==> src/rtl/pio_in_pkg.sv <==
// Shared constants for the edge-capturing parallel input port.
// Register word addresses, address width and debounce counter sizing.
package pio_in_pkg;

    localparam int ADDR_W = 3;

    localparam logic [ADDR_W-1:0] ADDR_DATA = 3'd0;
    localparam logic [ADDR_W-1:0] ADDR_RISE = 3'd1;
    localparam logic [ADDR_W-1:0] ADDR_FALL = 3'd2;
    localparam logic [ADDR_W-1:0] ADDR_CAP  = 3'd3;
    localparam logic [ADDR_W-1:0] ADDR_MASK = 3'd4;
    localparam logic [ADDR_W-1:0] ADDR_OVF  = 3'd5;

    // ceil(log2(n)), never less than 1
    function automatic int deb_cnt_w(input int n);
        int w;
        w = 1;
        while ((1 << w) < n) w = w + 1;
        return w;
    endfunction

endpackage

==> src/rtl/pio_debounce.sv <==
// One-bit synchronizer followed by an optional stable-count debouncer.
// Ports: clk, reset_n (async low), in_i (async pin), filt_o (filtered bit).
module pio_debounce
    import pio_in_pkg::*;
#(
    parameter int SYNC_STAGES     = 2,
    parameter int DEBOUNCE_CYCLES = 0
) (
    input  logic clk,
    input  logic reset_n,
    input  logic in_i,
    output logic filt_o
);

    logic [SYNC_STAGES-1:0] sync_q;
    logic                   sync;

    always_ff @(posedge clk or negedge reset_n) begin
        if (!reset_n) begin
            sync_q <= '0;
        end else begin
            sync_q <= {sync_q[SYNC_STAGES-2:0], in_i};
        end
    end

    assign sync = sync_q[SYNC_STAGES-1];

    generate
        if (DEBOUNCE_CYCLES == 0) begin : g_bypass
            assign filt_o = sync;
        end else begin : g_deb
            localparam int CW = deb_cnt_w(DEBOUNCE_CYCLES);
            localparam logic [CW-1:0] LAST = CW'(DEBOUNCE_CYCLES - 1);

            logic [CW-1:0] cnt_q;
            logic [CW-1:0] cnt_d;
            logic          filt_q;
            logic          filt_d;

            // Any sample agreeing with the filtered value restarts the count.
            always_comb begin
                cnt_d  = '0;
                filt_d = filt_q;
                if (sync != filt_q) begin
                    if (cnt_q == LAST) begin
                        filt_d = sync;
                    end else begin
                        cnt_d = cnt_q + 1'b1;
                    end
                end
            end

            always_ff @(posedge clk or negedge reset_n) begin
                if (!reset_n) begin
                    cnt_q  <= '0;
                    filt_q <= 1'b0;
                end else begin
                    cnt_q  <= cnt_d;
                    filt_q <= filt_d;
                end
            end

            assign filt_o = filt_q;
        end
    endgenerate

endmodule

==> src/rtl/pio_in_edge_irq.sv <==
// Parallel input port with per-bit edge capture, overflow and level irq.
// Ports: clk, reset_n, in_port, Avalon-MM slave (chipselect, address,
// write_n, writedata, readdata), irq.
module pio_in_edge_irq
    import pio_in_pkg::*;
#(
    parameter int WIDTH           = 8,
    parameter int SYNC_STAGES     = 2,
    parameter int DEBOUNCE_CYCLES = 0
) (
    input  logic              clk,
    input  logic              reset_n,
    input  logic [WIDTH-1:0]  in_port,
    input  logic              chipselect,
    input  logic [ADDR_W-1:0] address,
    input  logic              write_n,
    input  logic [31:0]       writedata,
    output logic [31:0]       readdata,
    output logic              irq
);

    logic [WIDTH-1:0] filt;
    logic [WIDTH-1:0] filt_dly_q;
    logic [WIDTH-1:0] rise_q;
    logic [WIDTH-1:0] fall_q;
    logic [WIDTH-1:0] mask_q;
    logic [WIDTH-1:0] cap_q;
    logic [WIDTH-1:0] cap_d;
    logic [WIDTH-1:0] ovf_q;
    logic [WIDTH-1:0] ovf_d;
    logic [WIDTH-1:0] edge_hit;
    logic [WIDTH-1:0] cap_clr;
    logic [WIDTH-1:0] ovf_clr;
    logic [WIDTH-1:0] wdata;
    logic [31:0]      rd_d;
    logic             irq_d;
    logic             wr;
    logic             unused_wdata;

    for (genvar i = 0; i < WIDTH; i++) begin : g_bit
        pio_debounce #(
            .SYNC_STAGES    (SYNC_STAGES),
            .DEBOUNCE_CYCLES(DEBOUNCE_CYCLES)
        ) u_deb (
            .clk    (clk),
            .reset_n(reset_n),
            .in_i   (in_port[i]),
            .filt_o (filt[i])
        );
    end

    assign wr           = chipselect & ~write_n;
    assign wdata        = writedata[WIDTH-1:0];
    assign unused_wdata = ^writedata;

    always_comb begin
        edge_hit = (rise_q & filt & ~filt_dly_q)
                 | (fall_q & ~filt & filt_dly_q);
        cap_clr  = (wr && address == ADDR_CAP) ? wdata : '0;
        ovf_clr  = (wr && address == ADDR_OVF) ? wdata : '0;
        // A new edge always wins over a same-cycle clear.
        cap_d    = (cap_q & ~cap_clr) | edge_hit;
        ovf_d    = (ovf_q & ~ovf_clr) | (edge_hit & cap_q & ~cap_clr);
        irq_d    = |(cap_q & mask_q);
    end

    always_comb begin
        rd_d = '0;
        case (address)
            ADDR_DATA: rd_d = 32'(filt);
            ADDR_RISE: rd_d = 32'(rise_q);
            ADDR_FALL: rd_d = 32'(fall_q);
            ADDR_CAP:  rd_d = 32'(cap_q);
            ADDR_MASK: rd_d = 32'(mask_q);
            ADDR_OVF:  rd_d = 32'(ovf_q);
            default:   rd_d = '0;
        endcase
    end

    always_ff @(posedge clk or negedge reset_n) begin
        if (!reset_n) begin
            filt_dly_q <= '0;
            rise_q     <= '0;
            fall_q     <= '0;
            mask_q     <= '0;
            cap_q      <= '0;
            ovf_q      <= '0;
            readdata   <= '0;
            irq        <= 1'b0;
        end else begin
            filt_dly_q <= filt;
            cap_q      <= cap_d;
            ovf_q      <= ovf_d;
            readdata   <= rd_d;
            irq        <= irq_d;
            if (wr && address == ADDR_RISE) rise_q <= wdata;
            if (wr && address == ADDR_FALL) fall_q <= wdata;
            if (wr && address == ADDR_MASK) mask_q <= wdata;
        end
    end

endmodule
==> config.mk <==
export PLATFORM = sky130hd
export DESIGN_NAME = pio_in_edge_irq
export DESIGN_NICKNAME = d
export VERILOG_FILES = /design/src/rtl/pio_in_pkg.sv /design/src/rtl/pio_debounce.sv /design/src/rtl/pio_in_edge_irq.sv
export SDC_FILE = /design/constraint.sdc
export NUM_CORES = 1
export LEC_CHECK = 0
export BUFFER_PORTS_ARGS = -buffer_cell sky130_fd_sc_hd__buf_2
export CAP_MARGIN = 10
export CORE_MARGIN = 2
export CORE_UTILIZATION = 48
export CTS_CLUSTER_SIZE = 24
export DETAILED_ROUTE_END_ITERATION = 10
export HOLD_SLACK_MARGIN = 0.08
export PLACE_DENSITY = 0.81
export SYNTH_ARGS = -nofsm -noshare
export SYNTH_HDL_FRONTEND = slang
export SYNTH_SLANG_ARGS = --single-unit
==> constraint.sdc <==
create_clock -name clk -period 3.5 [get_ports clk]
set_input_delay 0.525 -clock clk [delete_from_list [all_inputs] [get_ports clk]]
set_output_delay 0.525 -clock clk [all_outputs]
set_load 0.005 [all_outputs]
* Word-level counts from Yosys, hierarchy flattened *
Cells that the tools add are included.

storage, ports and cells
  flip-flop bits (word level) = 97
  latch bits = 0
  bits in writable memories = 0
  memory bits (read-only) = 0
  bits of input ports = 47
  output and inout port bits = 33
  word-level logic and storage cells = 49
  memories = 0

operators by class
  add/subtract/negate cells = 0
  multipliers = 0
  div/mod/pow operators = 0
  magnitude comparators = 0
  eq/ne operators = 5
  shift operators = 0
  multiplexer cells = 3
  bitwise operators = 18
  reduce and logical (&&, ||, !) cells = 7

operators by type and width
  kind                                            number
  AND 8 bit                                       9
  one-hot mux 8 bit (6 select lines)              1
  inverter 8 bit                                  4
  OR 8 bit                                        3
  2-to-1 mux 8 bit                                2
  OR reduction 8 bit                              1
  == test 3 x 2 -> 1 bit (second input constant)  2
  == test 3 bit (second input constant)           2
  logical AND 1 bit                               5
  == test 3 x 1 -> 1 bit (second input constant)  1
  logical NOT 3 bit                               1
  AND 1 bit                                       1
  inverter 1 bit                                  1

* Depth between registers and ports, before layout *
  word-level depth = 7
  mapped depth = 5
  depth with buffers taken out = 3

* By module *
From an unflattened synthesis, not the netlist that was laid out.

unflattened totals
  cells, all modules = 252
  area, all modules = 3205.6 µm²

by module, submodules not included
  module           times used  cells an instance  area an instance (µm²)  seq. area each (µm²)
  pio_in_edge_irq  1           236                2805.2                  1426.4
  pio_debounce     8           2                  50.0                    50.0

* Least setup slack after synthesis *
OpenSTA, ideal clock, no wires.

  path kind = input-to-reg
  from = in address[0]
  to = reg readdata[0]
  library setup time = 0.137 ns
  arrival time = 1.534 ns
  data required time = 3.363 ns
  path slack = 1.829 ns
  cell stages on the path = 5
  buffers on the path = 2
  cells stage by stage = clkbuf_1 buf_2 mux2_2 a22oi_1 o22ai_1

between the ends
  word-level cells in the longest chain between the ends = 2
  elaborated cells between the ends (all ways) = 7
  those cells by class = 5 x eq/ne; 1 x mux; 1 x reduce/logical

RTL lines
  what                                   line                   source
  start: declaration                     pio_in_edge_irq.sv:15  input logic [ADDR_W-1:0] address,
  == test 3 bit (tied with other cells)  pio_in_edge_irq.sv:69  case (address)
  one-hot mux 8 bit (6 select lines) *   pio_in_edge_irq.sv:69
  named net rd_d[0]                      pio_in_edge_irq.sv:35  logic [31:0] rd_d;
  end signal: assignment                 pio_in_edge_irq.sv:94  readdata <= rd_d;
  end: declaration                       pio_in_edge_irq.sv:18  output logic [31:0] readdata,

Mark *: on every way through the listed nets, which the timed path passes. The rest lies on a longest branch.
A chain may end at the register's enable or synchronous reset.

* Final worst setup path *
  from = in address[1]
  to = reg fall_q[6]

between the ends
  word-level cells in the longest chain between the ends = 2

RTL lines
  what                    line                   source
  == test 3 x 2 -> 1 bit  pio_in_edge_irq.sv:97  if (wr && address == ADDR_FALL) fall_q <= wdata;
  logical AND 1 bit       pio_in_edge_irq.sv:97
  end signal: assignment  pio_in_edge_irq.sv:97
  end: declaration        pio_in_edge_irq.sv:25  logic [WIDTH-1:0] fall_q;

Every way passes these cells.

==> flow_summary.json <==
{
  "yosysSeqAreaShare_pct": 57.0,
  "synth_ff_type": "dfrtp_1",
  "muxShareOfSynthArea_pct": 12.5,
  "netlist-cell-type-count": 35,
  "met2_usage_pct": 29.0,
  "drt-pass1-iter-count": 9,
  "cts-root-buf": "clkbuf_8",
  "drc": 4,
  "violations": "DRC",
  "synth_edf_count": 0,
  "reg2reg_slack_ps": 2240,
  "netlist.area_leader.share_pct": 57.0,
  "cp_data_required_time_ps": 3720,
  "wl_per_cell_um": 16.6,
  "dieArea_um2": 7350,
  "rows": 29,
  "maxCapViolCount": 0,
  "place_congestion": 0.774,
  "p_leak_nw": 1.52,
  "total_power_mw": 1.87,
  "pwr-share-comb_pct": 15.3,
  "rsz0062_at_grt": "false",
  "numCtsBuffers": 9,
  "yosys.area_share.simple_pct": 9.99,
  "async_flop_share_pct": 100,
  "syn_inst": 256,
  "synth_top_family_by_area": "multiplexers",
  "synthAdderAreaFrac_pct": 0,
  "crit_arrival_ps": 2220,
  "final_period_minus_worst_setup_slack_ps": 1990,
  "min_path_cells": 1,
  "slew_violations": 0,
  "synth_compound_area_share_pct": 12.3,
  "grt_use_met3_pct": 6.64,
  "grt_pass1_wl_mm": 10.1,
  "finalCritPeriodShare_pct": 56.9,
  "clkSlewWorstSetupHoldPaths_ps": 70,
  "initial_utilization_pct": 49.9,
  "n_antenna_cell": 0,
  "portBuffers": 31,
  "worst_hold_path_type": "in -> reg",
  "r2r_end": "readdata[4]$_DFF_PN0_",
  "synth_area_leader_cell": "dfrtp_1",
  "synthTopCellsByArea": "dfrtp_1 (57%), mux2_2 (11%), buf_4 (5.6%), a22oi_1 (2.8%), nand3b_1 (2.3%)",
  "critical_path_peak_fanout": 29,
  "synth_common_cells": "dfrtp_1 (73), mux2_2 (30), buf_4 (24), nand2_1 (16), a22oi_1 (12)",
  "met1_usage_pct": 22.9,
  "drive_gt1_share_pct": 27.0,
  "p_seq_share_pct": 56.0,
  "ios": 80,
  "holdWs_ps": 290,
  "nNetsFinal": 334,
  "status": "finished with violations",
  "cts.sinks": 73,
  "antenna_found_initial": 0,
  "grt_most_used_layer": "met2",
  "netlist_area_um2": 3210,
  "vdd_ir_drop_max_v": 0.000280,
  "clkPwrFrac_pct": 28.7,
  "p_sw_mw": 0.489,
  "placedCellCount": 353,
  "holdPathEnd": "g_bit[5].u_deb.sync_q[0]$_DFF_PN0_",
  "grt-ovfl-total": 0,
  "place_ws_ps": 1170,
  "stdcell_count": 366,
  "grt_max_degree": 74,
  "die_w_um": 85.7,
  "worstHoldStart": "in_port[5]",
  "synthXorXnorAreaFrac_pct": 0,
  "cts_setup_buffers": 0,
  "grt_pass1_vias": 2071,
  "clk_path_buf_depth": 2,
  "start_kind": "input pin",
  "finalSetupViolCount": 0,
  "clk_latency_ps": 340,
  "hold_violations": 0,
  "max_freq_ghz": 0.502,
  "clock-skew-final_ps": 5.15,
  "switching_share_pct": 26.2,
  "reg2reg_from": "cap_q[4]$_DFF_PN0_",
  "setup_ws_ps": 1510,
  "synth_warnings": 0,
  "end_kind": "flop",
  "rr_worst_depth": 2,
  "fp.dieH_um": 85.7,
  "cts-resized-gates": 0,
  "synth_most_common_cell": "dfrtp_1",
  "ant_nets": 0,
  "crit_type": "in -> reg",
  "drt-total-wl_mm": 6.06,
  "hpwl_mm": 3.92,
  "syn_to_final_growth_pct": 8.23,
  "cell_internal_pwr_mw": 1.38,
  "vias": 2066,
  "cts_hold_buf": 0,
  "initialDrtViolationCount": 143,
  "slew_headroom_pct": 40.0,
  "core-area_um2": 6420,
  "grt_usage_pct": 18.3,
  "htreeDepth": 3,
  "p_per_area_nw_per_um2": 539,
  "finalSetupTns_ps": 0,
  "ys_seq_elements": 73,
  "tritoncts": "yes",
  "viasPerCell": 5.64,
  "worstMarginPinSlew_ps": 900,
  "syn_area_per_cell_um2": 12.5
}
-- power groups by stage --
stage / Clock, mW / Combinational (mW) / Sequential, mW
after CTS: 0.549 / 0.288 / 1.05
after global placement: 0 / 0.277 / 1.05
after detailed placement: 0 / 0.287 / 1.06
after floorplan: 0 / 0.220 / 1.04
after global routing: 0.592 / 0.321 / 1.06
final: 0.536 / 0.287 / 1.05
-- placed cells by master (no fill, tap or decap), types with 2 or more instances in the layout --
cell type / count
a22oi_1: 12
a31oi_1: 3
a32oi_1: 3
buf_2: 31
clkbuf_1: 2
clkbuf_8: 10
conb_1: 24
dfrtp_1: 73
inv_1: 8
mux2_2: 30
mux2i_1: 3
nand2_1: 16
nand2_2: 2
nand3_1: 10
nand3b_1: 10
nor2_1: 2
nor2b_1: 2
nor3b_1: 3
o21a_1: 10
o221ai_1: 3
o22ai_1: 3
o2bb2ai_1: 8
o31ai_1: 8
-- layout make-up --
cell class                      instances  area, um2
Fill cell                             557       2950
Sequential cell                        73       1830
Multi-Input combinational cell        163       1200
Timing Repair Buffer                   32        163
Clock buffer                           12        145
Tap cell                               77       96.3
Inverter                                8       30.0
Clock inverter                          1       5.00
-- logic make-up (layout without fill, tap and decap cells) --
group | count (synthesis) | after routing
flops | 73 | 73
simple gates | 53 | 53
compound gates | 51 | 51
buf+inv | 43 | 53
mux | 35 | 35
other cells | 1 | 24
-- sequential cells by signal, indices dropped and copies added, names as in the netlist --
register            count
cap_q                   8
mask_q                  8
fall_q                  8
rise_q                  8
readdata                8
ovf_q                   8
g_bit.u_deb.sync_q     16
filt_dly_q              8
irq                     1
-- how the worst max path moves through the flow --
stage,startpoint,endpoint,depth (start not counted)
floorplan,address[0],readdata[0]$_DFF_PN0_,5
global placement,address[1],fall_q[1]$_DFFE_PN0P_,4
detailed placement,address[1],fall_q[6]$_DFFE_PN0P_,4
CTS,address[1],fall_q[6]$_DFFE_PN0P_,4
global route,address[1],fall_q[2]$_DFFE_PN0P_,4
finish,address[1],fall_q[6]$_DFFE_PN0P_,4
-- worst max-delay path, stage by stage --
cell and delay, ps:
buf_2 500, nand3b_4 230, or3_1 590, mux2_2 360
-- metrics by stage --
step,instance area (um2),utilization (%)
2_1_floorplan,3290,-
3_3_place_gp,3320,51.7
3_5_place_dp,3320,51.7
4_1_cts,3470,54.0
5_1_grt,3470,54.0
6_report,3470,54.0
-- metal layers --
metal / share of wire (%) / up-vias / wire [um]
met3: 5.8 / 13 / 351
met4: 1.8 / 0 / 109
met2: 48 / 74 / 2940
met1: 44 / 1047 / 2670
li1: - / 932 / -
met5: 0 / - / 0
Power figures use the tool's default switching activity.
